`config.mk`:
```
export PLATFORM = sky130hd
export DESIGN_NAME = prio_enc_queue
export DESIGN_NICKNAME = d
export VERILOG_FILES = /design/src/rtl/prio_enc_pkg.sv /design/src/rtl/prio_find.sv /design/src/rtl/prio_enc_queue.sv
export SDC_FILE = /design/constraint.sdc
export NUM_CORES = 1
export LEC_CHECK = 0
export ABC_AREA = 0
export BUFFER_PORTS_ARGS = -buffer_cell sky130_fd_sc_hd__buf_2
export CAP_MARGIN = 25
export CORE_UTILIZATION = 45
export DETAILED_ROUTE_END_ITERATION = 8
export PLACE_DENSITY = 0.77
export SYNTH_ARGS = -nofsm -noshare
export SYNTH_HDL_FRONTEND = slang
export SYNTH_SLANG_ARGS = --single-unit
```
`constraint.sdc`:
```
create_clock -name clk -period 3.03 [get_ports clk]
set_input_delay 0.606 -clock clk [delete_from_list [all_inputs] [get_ports clk]]
set_output_delay 0.606 -clock clk [all_outputs]
set_load 0.03 [all_outputs]
```
`src/rtl/prio_enc_pkg.sv`:
```
// -----------------------------------------------------------------------------
// prio_enc_pkg
//
// Shared helpers for the queued priority encoder (prio_enc_queue) and its
// highest-set-bit finder (prio_find).
//
//   idx_width(w) : width of an index that can address w items (minimum 1)
//   popcount(v)  : number of set bits in v
//   onehot(idx)  : vector with only bit idx set
//
// popcount and onehot work on MAX_W-bit vectors. Callers zero-extend their
// operands to MAX_W bits, or truncate the result back to their own width,
// with a size cast.
// -----------------------------------------------------------------------------
package prio_enc_pkg;

    localparam int MAX_W = 64;

    function automatic int idx_width(input int w);
        return (w < 2) ? 1 : $clog2(w);
    endfunction

    function automatic int popcount(input logic [MAX_W-1:0] v);
        int cnt;
        cnt = 0;
        for (int i = 0; i < MAX_W; i++) begin
            cnt += int'(v[i]);
        end
        return cnt;
    endfunction

    function automatic logic [MAX_W-1:0] onehot(input int idx);
        return MAX_W'(1) << idx;
    endfunction

endpackage

```
`src/rtl/prio_find.sv`:
```
// -----------------------------------------------------------------------------
// prio_find
//
// Combinational highest-set-bit finder.
//
// Parameters:
//   WIDTH : number of bits searched
//   IDX_W : width of the index output
//
// Ports:
//   vec   : input  [WIDTH-1:0] vector to search
//   found : output             at least one bit of vec is set
//   idx   : output [IDX_W-1:0] index of the highest set bit (0 when none)
// -----------------------------------------------------------------------------
module prio_find
    import prio_enc_pkg::*;
#(
    parameter int WIDTH = 8,
    parameter int IDX_W = idx_width(WIDTH)
) (
    input  logic [WIDTH-1:0] vec,
    output logic             found,
    output logic [IDX_W-1:0] idx
);

    // Ascending scan: a later (higher) set bit overrides any earlier one,
    // so the last assignment is the highest set index.
    always_comb begin
        found = 1'b0;
        idx   = '0;
        for (int i = 0; i < WIDTH; i++) begin
            if (vec[i]) begin
                found = 1'b1;
                idx   = IDX_W'(i);
            end
        end
    end

endmodule

```
`src/rtl/prio_enc_queue.sv`:
```
// -----------------------------------------------------------------------------
// prio_enc_queue
//
// Registered priority encoder with request queueing. Each request bit is
// captured into a sticky pending register. Pending indices are issued one at
// a time to a single consumer over a valid/ready handshake. A pending bit is
// cleared when it is issued. If the same bit is re-requested in that cycle,
// it stays pending and is issued again later.
//
// Build option:
//   PRIO_ENC_QUEUE_RR_EN defined   : round-robin priority. The search starts
//                                    at ptr and descends, wrapping from 0 to
//                                    WIDTH-1. After each issue, ptr moves to
//                                    one below the issued index.
//   PRIO_ENC_QUEUE_RR_EN undefined : fixed priority; the highest index wins.
//   The port list is the same in both builds.
//
// Parameters:
//   WIDTH : number of request lines (>= 2)
//   IDX_W : width of out_idx (derived)
//   CNT_W : width of pend_cnt (derived)
//
// Ports:
//   clk       : input              clock; all state changes on the rising edge
//   rst       : input              synchronous active-high reset
//   req       : input  [WIDTH-1:0] request pulses/levels, ORed into pending
//   flush     : input              drop all pending requests and the held output
//   out_valid : output             out_idx holds an issued request
//   out_ready : input              consumer accepts out_idx when out_valid is high
//   out_idx   : output [IDX_W-1:0] index of the issued request
//   pend_cnt  : output [CNT_W-1:0] number of pending (not yet issued) requests
// -----------------------------------------------------------------------------
module prio_enc_queue
    import prio_enc_pkg::*;
#(
    parameter  int WIDTH = 8,
    localparam int IDX_W = idx_width(WIDTH),
    localparam int CNT_W = $clog2(WIDTH + 1)
) (
    input  logic             clk,
    input  logic             rst,
    input  logic [WIDTH-1:0] req,
    input  logic             flush,
    output logic             out_valid,
    input  logic             out_ready,
    output logic [IDX_W-1:0] out_idx,
    output logic [CNT_W-1:0] pend_cnt
);

    logic [WIDTH-1:0] pend;
    logic [WIDTH-1:0] search_vec;
    logic             found;
    logic [IDX_W-1:0] find_idx;
    logic [IDX_W-1:0] sel;
    logic [WIDTH-1:0] sel_mask;
    logic             load;

    // The output register can take a new index when it is empty or is being
    // accepted this cycle. This lets back-to-back issues run with no bubble.
    assign load = !out_valid || out_ready;

    prio_find #(
        .WIDTH (WIDTH),
        .IDX_W (IDX_W)
    ) u_find (
        .vec   (search_vec),
        .found (found),
        .idx   (find_idx)
    );

`ifdef PRIO_ENC_QUEUE_RR_EN
    logic [IDX_W-1:0] ptr;
    logic [IDX_W-1:0] ptr_next;
    logic [IDX_W+1:0] unrot;

    // Rotate pend so that bit ptr lands on the top bit. The finder's normal
    // highest-first order then becomes "start at ptr, descend, wrap". With
    // the vector doubled, bit j of the shifted result is
    // pend[(j + ptr + 1) mod WIDTH].
    always_comb begin
        search_vec = WIDTH'({pend, pend} >> ((IDX_W+1)'(ptr) + (IDX_W+1)'(1)));

        // Map the finder index back to the original bit position.
        unrot = (IDX_W+2)'(find_idx) + (IDX_W+2)'(ptr) + (IDX_W+2)'(1);
        if (unrot >= (IDX_W+2)'(WIDTH)) begin
            unrot = unrot - (IDX_W+2)'(WIDTH);
        end
        sel = unrot[IDX_W-1:0];

        // The next search starts just below the winner. Wrapping below 0
        // gives WIDTH-1.
        ptr_next = (sel == '0) ? IDX_W'(WIDTH - 1) : sel - 1'b1;
    end

    // Starting at WIDTH-1 makes the first grant after reset match fixed
    // priority. flush leaves the rotation where it was.
    always_ff @(posedge clk) begin
        if (rst) begin
            ptr <= IDX_W'(WIDTH - 1);
        end else if (!flush && load && found) begin
            ptr <= ptr_next;
        end
    end
`else
    always_comb begin
        search_vec = pend;
        sel        = find_idx;
    end
`endif

    assign sel_mask = WIDTH'(onehot(int'(sel)));

    // Pending register and output register. Requests are ORed in every cycle
    // unless flush is asserted. Clearing the issued bit comes before that OR,
    // so a same-cycle re-request of the winner keeps its bit set.
    always_ff @(posedge clk) begin
        if (rst) begin
            pend      <= '0;
            out_valid <= 1'b0;
            out_idx   <= '0;
        end else if (flush) begin
            pend      <= '0;
            out_valid <= 1'b0;
            out_idx   <= '0;
        end else if (load) begin
            if (found) begin
                pend      <= (pend & ~sel_mask) | req;
                out_valid <= 1'b1;
                out_idx   <= sel;
            end else begin
                pend      <= req;
                out_valid <= 1'b0;
            end
        end else begin
            pend <= pend | req;
        end
    end

    // An issued index has already left pend, so this count covers only the
    // requests that are still waiting.
    assign pend_cnt = CNT_W'(popcount(MAX_W'(pend)));

endmodule

```
# Yosys cells after proc, flatten, opt, wreduce, memory -nomap -nowiden
# Index checks and enable logic that the tools add are counted.
[word_totals]
elab_cells = 37
output_inout_bits = 8
inputBits = 12
reg_bits = 12
[classes]
n_bitwise = 4
reduce_logical = 4
n_addsub = 7
muxes = 18
shifts = 1
[ops]
columns = ["operator", "n"]
rows = [
  ["4-bit by 1-bit adder with 4-bit output", 4],
  ["8-bit two-way mux", 2],
  ["8-bit OR", 2],
  ["3-bit two-way mux", 4],
  ["1-bit two-way mux", 10],
  ["8-bit AND", 1],
  ["8-bit NOT", 1],
  ["1-bit by 3-bit << shifter with 8-bit output, first input constant", 1],
  ["3-bit by 1-bit adder with 4-bit output", 1],
  ["2-bit two-way mux", 2],
  ["2-bit by 1-bit adder with 3-bit output", 1],
  ["1-bit by 1-bit adder with 2-bit output", 1],
  ["2-bit AND reduction", 1],
  ["2-bit OR reduction", 1],
  ["1-bit zero test", 1],
  ["1-bit logical OR", 1],
]

# Logic depth before layout (Yosys ltp)
# Gate-level depths: netlist of the first run.
[logic_depth]
depth_word = 13
mapped_depth = 9

# By module
# A second synthesis of the first run with hierarchy kept.
[unflattened]
cells_unflattened = 103
hier_area_um2 = 812.0
[modules_own_cells]
columns = ["module", "area_per_inst_um2", "seq_area_each_um2", "n_inst", "cells_per_inst"]
rows = [
  ["prio_enc_queue", 754.5, 240.2, 1, 91],
  ["prio_find", 57.6, 0.0, 1, 12],
]

# Least setup slack after synthesis of the first run
# OpenSTA, ideal clock, no wires.
[synth_path]
path_type = "reg-to-output"
startpoint = "register pend[1]"
endpoint = "output pend_cnt[2]"
path_slack_ns = -0.503
stages_incl_launch_ff = 10
path_buffers = 0
t_arrival_ns = 2.927
cell_sequence = "dfxtp_1 inv_1 fa_1 fa_1 fa_1 inv_1 ha_1 inv_1 fa_1 xnor2_1"
[synth_between]
elab_chain_cells = 7
[synth_lines]
columns = ["element", "line", "rtl"]
rows = [
  ["start: declaration", "prio_enc_queue.sv:50", "logic [WIDTH-1:0] pend;"],
  ["start signal: assignment", "prio_enc_queue.sv:127", "pend <= (pend & ~sel_mask) | req;"],
  ["start signal: assignment", "prio_enc_queue.sv:131", "pend <= req;"],
  ["start signal: assignment", "prio_enc_queue.sv:135", "pend <= pend | req;"],
  ["1-bit by 1-bit adder with 2-bit output", "prio_enc_pkg.sv:27", "cnt += int'(v[i]);"],
  ["2-bit by 1-bit adder with 3-bit output", "prio_enc_pkg.sv:27", ""],
  ["3-bit by 1-bit adder with 4-bit output", "prio_enc_pkg.sv:27", ""],
  ["4-bit by 1-bit adder with 4-bit output (4 in a row)", "prio_enc_pkg.sv:27", ""],
  ["end: declaration", "prio_enc_queue.sv:47", "output logic [CNT_W-1:0] pend_cnt"],
]
# Every way passes these cells.

# Worst setup path after layout of the first run
[layout_path]
startpoint = "register pend[0]"
endpoint = "output pend_cnt[1]"
# Same word-level chain as after synthesis.

==> impl_metrics.json, run 1 <==
{
  "rows": 14,
  "synthTopCellsByArea": "sky130_fd_sc_hd__dfxtp_1, sky130_fd_sc_hd__fa_1, sky130_fd_sc_hd__inv_1, sky130_fd_sc_hd__ha_1, sky130_fd_sc_hd__a21oi_1",
  "fmax_mhz": 272,
  "synth_largest_area_cell": "sky130_fd_sc_hd__dfxtp_1",
  "outcome": "finished with violations",
  "multi_input_combinational_cell_area_um2": 485,
  "antenna_violating_nets_post_route": 0,
  "die_height_um": 42.8,
  "maxCapViolations": 0,
  "routed-via-count": 702,
  "cts_buffer_depth": 2,
  "ctsHoldBuffers": 0,
  "grt_pass1_wl_um": 2820,
  "die_area_mm2": 0.00184,
  "crit_fanout": 2,
  "via_per_inst": 5.28,
  "yosys_warnings": 0,
  "area_growth_syn_to_layout_pct": 35.5,
  "layout.area.seq_um2": 244,
  "maxSlewHeadroom": 0.744,
  "die_w_um": 42.8,
  "tmin_final_ns": 3.68,
  "mapped_nets": 109,
  "tightest_slew_ns": 0.383,
  "syn-mean-instance-area_um2": 8.44,
  "arrival_ns": 3.07,
  "grt_max_degree": 9,
  "worstSetupStartpointType": "flop",
  "insertedDiodeCount": 0,
  "power.ir.vdd_worst_mv": 0.312,
  "grt_util_met2": 0.345,
  "firstDrtPassIters": 4,
  "initial_antenna_violation_count": 0,
  "cellPowerDensity_mw_per_mm2": 458,
  "number_of_buffers_inserted_to_repair_setup_after_cts": 0,
  "static-leakage-power_uw": 0.000471,
  "met3_usage": 0.0809,
  "hold_path_depth": 2,
  "use_met1": 0.245,
  "post-route-period-util": 1.21,
  "core_mm2": 0.00152,
  "clock-root-buffer": "sky130_fd_sc_hd__clkbuf_4",
  "share_of_the_yosys_chip_area_belonging_to_registers": 0.320,
  "r2r_cells": 5,
  "synth_top_cell_area_share": 0.320,
  "timing_hold_violations_final": 0,
  "cts.clk_slew.worst_paths_ns": 0.07,
  "failed_checks": "setup timing",
  "grt_setup_unrepaired": "true",
  "final-instance-count-excl-fill": 133,
  "fillCellCount": 128,
  "timing.critical_path.required_ns": 2.42,
  "worst_clock_skew_ns": 0.00315,
  "report.final.setup_viol": 4,
  "wl_um": 1660,
  "setup.worst_path.end_class": "output port",
  "cts_htree_levels": 1,
  "io_buffers": 19,
  "synthesized_cell_area_um2": 751,
  "layout_setup_ws_ns": -0.650,
  "grt_overflow": 0,
  "floorplan.initialDensity": 0.493,
  "post_drt_wl_per_cell_um": 12.5,
  "gr-max-usage-layer": "met2",
  "io_pins": 20,
  "gp_congestion": 0.792,
  "whs_ns": 0.448,
  "clock_insertion_delay_worst_skew_ns": 0.28,
  "fin_nets": 138,
  "final_max_slew_viol_count": 0,
  "detailed_place_hpwl_um": 1340,
  "drive_above_1_share": 0.419,
  "cts.sink_count": 12,
  "ys_types": 28,
  "post_synth_inst_count": 89,
  "clock_buffers_created_by_tritoncts": 3,
  "worst-setup-path-type": "flop to output port",
  "groute.usage.overall": 0.207,
  "synth-seq-cells": 12,
  "cts_tree": "built",
  "placed_cells_incl_taps": 129,
  "post_route_drc_violation_count": 0,
  "first_global_vias": 699,
  "holdCritPathClass": "flop to flop",
  "detailedRoute.firstIterationViolations": 9
}
layout make-up:
type,count,share of cell area
repair buffers,25,0.162
inverters,17,0.0652
well taps,16,0.0197
clock buffers,4,0.0357
flip-flops and latches,12,0.240
multi-input cells,59,0.477
logic make-up (layout without fill, tap and decap cells):
family	after synthesis	in the layout	share of synthesized area
buf+inv	18	46	0.0900
flops	12	12	0.320
xor+xnor	1	1	0.0117
simple gates	28	28	0.222
fa+ha+maj	8	8	0.173
compound gates	22	22	0.183
worst max-delay path, stage by stage, from the launching register on:
cell and delay [ns]:
sky130_fd_sc_hd__dfxtp_2 0.33, sky130_fd_sc_hd__inv_2 0.04, sky130_fd_sc_hd__fa_1 0.56, sky130_fd_sc_hd__fa_1 0.45, sky130_fd_sc_hd__fa_2 0.56, sky130_fd_sc_hd__inv_2 0.05, sky130_fd_sc_hd__ha_4 0.16, sky130_fd_sc_hd__inv_2 0.05
sky130_fd_sc_hd__fa_2 0.44, sky130_fd_sc_hd__inv_4 0.06, sky130_fd_sc_hd__buf_6 0.12
layer usage:
metal	wire length, um	share of wire	vias up
met5	0	0	-
met4	26	0.016	0
met3	73	0.044	5
met2	847	0.51	17
met1	711	0.43	333
li1	-	-	347
stage by stage:
| step | setup slack, ns | instance area (um^2) | utilization | setup TNS [ns] | total power (uW) |
|---|---|---|---|---|---|
| after detailed placement | -0.443 | 937 | 0.615 | -0.991 | 318 |
| after global routing | -0.700 | 1020 | 0.667 | -1.99 | 488 |
| after floorplan | -0.217 | 781 | - | -0.405 | 276 |
| after global placement | -0.328 | 937 | 0.615 | -0.644 | 309 |
| after CTS | -0.681 | 1020 | 0.667 | -1.90 | 472 |
| final | -0.650 | 1020 | 0.667 | -1.80 | 466 |
timing repair:
action                                  in CTS  in global routing
pin swaps                                    2                  1
gates resized for setup                     14                  0
endpoints found under the setup margin       4                  4
Yosys cell counts (all sizes together):
library cell and n:
inv 17, and2 1, xnor2 1, fa 4
nor4 2, a41oi 1, a21oi 10, ha 4
o21ai 5, nand2 4, dfxtp 12, a21o 1
nand2b 3, or2 2, clkbuf 1, nor2b 3
a31oi 1, o31ai 1, a211oi 1, nand3 4
o2111ai 1, o22ai 1, nor2 9
placed cells by master (no fill, tap or decap), types with 2 or more instances in the layout:
master	netlist	final
sky130_fd_sc_hd__fa_2	0	2
sky130_fd_sc_hd__a21oi_1	9	8
sky130_fd_sc_hd__inv_2	0	4
sky130_fd_sc_hd__dfxtp_1	12	9
sky130_fd_sc_hd__inv_1	17	12
sky130_fd_sc_hd__clkbuf_4	0	3
sky130_fd_sc_hd__o21ai_0	4	4
sky130_fd_sc_hd__nand2b_1	2	2
sky130_fd_sc_hd__nand3_1	4	4
sky130_fd_sc_hd__buf_4	0	6
sky130_fd_sc_hd__buf_2	0	15
sky130_fd_sc_hd__buf_6	0	4
sky130_fd_sc_hd__dfxtp_2	0	3
sky130_fd_sc_hd__ha_1	4	3
sky130_fd_sc_hd__nor2_1	9	9
sky130_fd_sc_hd__fa_1	4	2
sky130_fd_sc_hd__nor2b_1	3	2
sky130_fd_sc_hd__nand2_1	4	4
sky130_fd_sc_hd__a21oi_2	1	2
sequential cells by signal, indices dropped and copies added, names as in the netlist:
register / count
out_valid: 1
out_idx: 3
pend: 8
worst paths after layout:
path / start / end / slack (ns)
max: pend[0] / pend_cnt[1] / -0.65
min: out_idx[1] / out_idx[1] / 0.45
max reg2reg: pend[5] / pend[2] / 1.58
min reg2reg: out_idx[1] / out_idx[1] / 0.45
power by group:
part / internal (uW) / total, uW / switching, uW
Combinational: 73.1 / 163 / 90.2
Sequential: 166 / 174 / 7.41
Clock: 73.2 / 129 / 55.7
(Power assumes the default switching activity.)
==> run 2: changes to the inputs <==
Settings changed: CORE_UTILIZATION 45 to 50, PLACE_DENSITY 0.77 to 0.8, REMOVE_ABC_BUFFERS set to 1.
Clock period 3.03 ns to 4.12 ns, I/O delays scaled along.
==> impl_metrics.json, run 2 (same netlist as run 1, synthesis figures left out) <==
{
  "outcome": "completed",
  "worst-setup-path-type": "flop to output port",
  "detailedRoute.firstIterationViolations": 19,
  "worstSetupStartpointType": "flop",
  "die_w_um": 40.8,
  "post_drt_wl_per_cell_um": 13.6,
  "r2r_cells": 4,
  "total_placed_instance_area_um2": 861,
  "crit_fanout": 2,
  "worst_clock_skew_ns": 0.00250,
  "timing_hold_violations_final": 0,
  "largestRegisters": "pend (8), out_idx (3), out_valid (1)",
  "insertedDiodeCount": 0,
  "largest_register_ff_count": 8,
  "crit_chain": "inv_1 > fa_1 > fa_1 > fa_1 > inv_1 > ha_2 > inv_1 > fa_1 > xnor2_1 > buf_4",
  "final_max_slew_viol_count": 0,
  "grt_max_degree": 9,
  "post-route-period-util": 0.977,
  "setup-tns-final_ns": 0,
  "timing.critical_path.buf_inv": 4,
  "cts_buffer_depth": 2,
  "gp_congestion": 0.780,
  "arrival_ns": 3.20,
  "top_signal_layer_used": "met4",
  "initial_antenna_violation_count": 0,
  "die_area_mm2": 0.00166,
  "antenna_violating_nets_post_route": 0,
  "layout_commonest_cell": "sky130_fd_sc_hd__buf_2",
  "cts.sink_count": 12,
  "io_buffers": 19,
  "io_pins": 20,
  "area_growth_syn_to_layout_pct": 20.5,
  "core_mm2": 0.00135,
  "timing.critical_path.required_ns": 3.30,
  "whs_ns": 0.460,
  "drive_above_1_share": 0.288,
  "final_cell_mix": "sky130_fd_sc_hd__buf_2, sky130_fd_sc_hd__inv_1, sky130_fd_sc_hd__dfxtp_1",
  "setup.worst_path.end_class": "output port",
  "design_area_um2": 905,
  "tmin_final_ns": 4.03,
  "power.ir.vdd_worst_mv": 0.261,
  "hold_path_depth": 2,
  "routed-via-count": 703,
  "cellPowerDensity_mw_per_mm2": 352,
  "first_global_vias": 662,
  "rows": 13,
  "critical-path-slowest-cell": "sky130_fd_sc_hd__fa_1",
  "static-leakage-power_uw": 0.000427,
  "ctsHoldBuffers": 0,
  "die_height_um": 40.8,
  "cts_tree": "built",
  "met2WireLength_um": 851,
  "groute.usage.overall": 0.258,
  "report.final.setup_viol": 0,
  "firstDrtPassIters": 4,
  "holdCritPathClass": "flop to flop",
  "power.total_uw": 319,
  "clock_insertion_delay_worst_skew_ns": 0.28,
  "detailroute.wirelength.met3_um": 84,
  "registers.top_by_ff_count": "pend",
  "via_per_inst": 5.58,
  "detailed_place_hpwl_um": 1330,
  "post_route_drc_violation_count": 0,
  "max_stage_delay_ns": 0.55,
  "maxSlewHeadroom": 0.747,
  "critical_path.top_delay_family": "adder cells",
  "worstSetupPathDepth": 10,
  "fin_nets": 132,
  "tightest_slew_ns": 0.378,
  "cp_common_cell": "sky130_fd_sc_hd__fa_1",
  "met1_length_um": 710,
  "clock-root-buffer": "sky130_fd_sc_hd__clkbuf_4",
  "fmax_mhz": 248,
  "grt_overflow": 0,
  "wl_um": 1720,
  "cts_htree_levels": 1,
  "cts.clk_slew.worst_paths_ns": 0.08,
  "clock_buffers_created_by_tritoncts": 3,
  "floorplan.initialDensity": 0.556,
  "final_core_utilization": 0.670,
  "maxCapViolations": 0,
  "grt_pass1_wl_um": 2690
}
-- run 2: cell types whose count changed in the layout (fill, tap and decap cells not counted), sizes merged --
cell  before  now
buf       25   19
-- run 2: stage by stage --
stage	cells	worst slack [ns]
after global placement	122	0.520
final	126	0.0946
after CTS	126	0.0687
after global routing	126	-0.0119
after floorplan	88	0.369
after detailed placement	122	0.407
-- run 2: metal layers --
layer,global-route usage,vias up
met5,0,-
met1,0.257,326
met2,0.444,27
li1,-,337
met4,0.192,0
met3,0.0815,13
-- run 2: layout make-up --
class                      instances  area, um^2
inverter                          17        63.8
clock buffer                       4        36.3
tap                               15        18.8
sequential                        12         243
fill                             117         445
timing repair buffer              19        97.6
multi-input combinational         59         445
-- run 2: path summary, 6_finish.rpt --
kind         startpoint          end  slack [ns]
max             pend[0]  pend_cnt[2]        0.09
max reg2reg     pend[5]      pend[2]        2.66
min reg2reg  out_idx[1]   out_idx[1]        0.46
min          out_idx[1]   out_idx[1]        0.46
-- run 2: power breakdown --
part	switching (uW)	leakage (uW)	internal, uW
logic	57.7	0.000307	34.7
clock network	43.4	0.0000210	53.8
registers	6.80	0.0000993	122
-- run 2: what timing repair did --
item	in CTS	in global routing
setup endpoints to repair	0	2
endpoints found under the hold margin	0	0
buffers inserted	0	0
gates resized for setup	0	5
-- run 2: worst reg2reg max path, cell delays in order, from the launching register on --
cell and delay, ns:
sky130_fd_sc_hd__dfxtp_1 0.38, sky130_fd_sc_hd__nor4_4 0.41, sky130_fd_sc_hd__nand2_1 0.19, sky130_fd_sc_hd__o21ai_0 0.27, sky130_fd_sc_hd__a21oi_1 0.10
==> run 3: changes to the inputs <==
Settings changed: CORE_UTILIZATION 50 to 51, CTS_CLUSTER_SIZE set to 40, PLACE_DENSITY 0.8 to 0.81, SYNTH_HIERARCHICAL set to 1.
==> impl_metrics.json, run 3 <==
{
  "outcome": "completed",
  "top_cells_by_instance_count_after_synthesis": "sky130_fd_sc_hd__inv_1, sky130_fd_sc_hd__nor2_1, sky130_fd_sc_hd__o21ai_0, sky130_fd_sc_hd__a21oi_1, sky130_fd_sc_hd__dfxtp_1",
  "number_of_buffers_inserted_to_repair_setup_after_cts": 0,
  "grt_setup_unrepaired": "false",
  "die_height_um": 41.9,
  "timing.rr.start": "pend[2]",
  "share_of_the_yosys_chip_area_belonging_to_registers": 0.296,
  "initial_antenna_violation_count": 0,
  "post_synth_inst_count": 103,
  "cts.sink_count": 12,
  "worst-setup-path-type": "flop to output port",
  "static-leakage-power_uw": 0.000431,
  "most_common_cell_in_the_synthesized_netlist": "sky130_fd_sc_hd__inv_1",
  "grt_pass1_wl_um": 2970,
  "report.final.setup_viol": 0,
  "drive_above_1_share": 0.238,
  "largest_register_ff_count": 8,
  "maxSlewHeadroom": 0.279,
  "post-route-period-util": 0.974,
  "area_growth_syn_to_layout_pct": 15.1,
  "first_global_vias": 736,
  "final_cell_mix": "sky130_fd_sc_hd__buf_2, sky130_fd_sc_hd__inv_1, sky130_fd_sc_hd__nor2_1, sky130_fd_sc_hd__o21ai_0, sky130_fd_sc_hd__a21oi_1",
  "whs_ns": 0.471,
  "timing_hold_violations_final": 0,
  "detailedRoute.firstIterationViolations": 32,
  "io_pins": 20,
  "synthTopCellsByArea": "sky130_fd_sc_hd__dfxtp_1, sky130_fd_sc_hd__fa_1, sky130_fd_sc_hd__o21ai_0, sky130_fd_sc_hd__a21oi_1, sky130_fd_sc_hd__inv_1",
  "tmin_final_ns": 4.01,
  "design_area_um2": 935,
  "cts_htree_levels": 1,
  "registers.top_by_ff_count": "pend",
  "reg_to_reg_critical_path_endpoint": "pend[7]",
  "synth-seq-cells": 12,
  "post_route_drc_violation_count": 0,
  "post_drt_wl_per_cell_um": 12.6,
  "synth_top_cell_area_share": 0.296,
  "timing.critical_path.required_ns": 3.30,
  "fmax_mhz": 249,
  "yosys_warnings": 6,
  "worst_setup_path_startpoint": "pend[3]",
  "layout_commonest_cell": "sky130_fd_sc_hd__buf_2",
  "tightest_slew_ns": 1.07,
  "setup-tns-final_ns": 0,
  "synth-edff-count": 0,
  "synth_largest_area_cell": "sky130_fd_sc_hd__dfxtp_1",
  "ctsHoldBuffers": 0,
  "cts_buffer_depth": 2,
  "final_max_slew_viol_count": 0,
  "largestRegisters": "pend (8), out_idx (3), out_valid (1)",
  "via_per_inst": 5.45,
  "worstSetupStartpointType": "flop",
  "hold_path_depth": 2,
  "io_buffers": 19,
  "die_area_mm2": 0.00176,
  "antenna_violating_nets_post_route": 0,
  "cts.clk_slew.worst_paths_ns": 0.08,
  "max_stage_delay_ns": 0.52,
  "firstDrtPassIters": 4,
  "floorplan.initialDensity": 0.545,
  "clock_buffers_created_by_tritoncts": 3,
  "worst_clock_skew_ns": 0.00171,
  "rows": 14,
  "groute.usage.overall": 0.226,
  "clock-root-buffer": "sky130_fd_sc_hd__clkbuf_4",
  "wl_um": 1740,
  "setup.worst_path.end_class": "output port",
  "ys_types": 24,
  "crit_fanout": 4,
  "die_w_um": 41.9,
  "insertedDiodeCount": 0,
  "clock_insertion_delay_worst_skew_ns": 0.28,
  "holdCritPathClass": "flop to flop",
  "cts_tree": "built",
  "core_mm2": 0.00149,
  "power.total_uw": 349,
  "arrival_ns": 3.19,
  "synthesized_cell_area_um2": 812,
  "maxCapViolations": 0,
  "ys.flop_type": "sky130_fd_sc_hd__dfxtp_1",
  "r2r_cells": 5,
  "power.ir.vdd_worst_mv": 0.206,
  "syn-mean-instance-area_um2": 7.88,
  "grt_overflow": 0,
  "crit_chain": "inv_1 > fa_1 > fa_1 > fa_1 > inv_1 > ha_1 > inv_1 > fa_1 > xnor2_2 > buf_4",
  "routed-via-count": 752,
  "cp_common_cell": "sky130_fd_sc_hd__fa_1",
  "gp_congestion": 0.760,
  "reg2reg_setup_slack_ns": 2.14,
  "timing_endpoint_of_the_critical_path": "pend_cnt[2]",
  "post_cts_resize_count": 0,
  "fin_nets": 142,
  "total_placed_instance_area_um2": 882,
  "critical-path-slowest-cell": "sky130_fd_sc_hd__fa_1",
  "grt_max_degree": 12,
  "asyncSetResetFlopFracSynth": 0,
  "detailed_place_hpwl_um": 1290,
  "cellPowerDensity_mw_per_mm2": 374
}
## run 3: worst min-delay path by stage
| stage | slack, ns | end | startpoint |
|---|---|---|---|
| finish | 0.47 | out_idx[2] | out_idx[2] |
| global route | 0.52 | out_idx[1] | out_idx[1] |
| CTS | 0.47 | out_idx[2] | out_idx[2] |
| detailed placement | 0.46 | out_idx[2] | out_idx[2] |
| global placement | 0.46 | out_idx[1] | out_idx[1] |
| floorplan | 0.52 | pend[3] | pend[3] |
## run 3: where the power goes
| part | internal [uW] | switching [uW] | leakage (uW) | total, uW |
|---|---|---|---|---|
| Sequential | 123 | 6.50 | 0.0000987 | 130 |
| Clock | 53.8 | 43.1 | 0.0000210 | 96.9 |
| Combinational | 43.7 | 78.9 | 0.000312 | 123 |
## run 3: logic make-up after synthesis
kind of cell	synth area share
adders and majority gates	0.145
xor gates and xnor gates	0.0108
AOI/OAI and AO/OA	0.245
DFF	0.296
buffers and inverters	0.134
and+or+nand+nor	0.170
## run 3: critical path, delay by kind of cell (launching register included)
kind       cells  cell delay, ns
buf+inv        4            0.39
flops          1            0.39
xor+xnor       1            0.15
fa+ha+maj      5            1.97
## run 3: metal layers
metal  vias to the layer above  part of all wire  GRT usage
met1                       343              0.43      0.237
met2                        24              0.50      0.378
met5                         -                 0          0
met4                         0             0.025      0.181
met3                         8             0.041     0.0565
li1                        377                 -          -
## run 3: area by class of cell
class                           count  area, um^2
Clock buffer                        4        36.3
Sequential cell                    12         241
Tap cell                           16        20.0
Timing Repair Buffer               20         103
Inverter                           17        63.8
Fill cell                         142         554
Multi-Input combinational cell     69         470
## run 3: metrics by stage
step                std cells   util  setup WS (ns)
detailed placement        133  0.592          0.410
global placement          133  0.592          0.557
CTS                       137  0.617          0.102
floorplan                  98      -          0.389
global route              138  0.628        0.00448
finish                    138  0.628          0.108
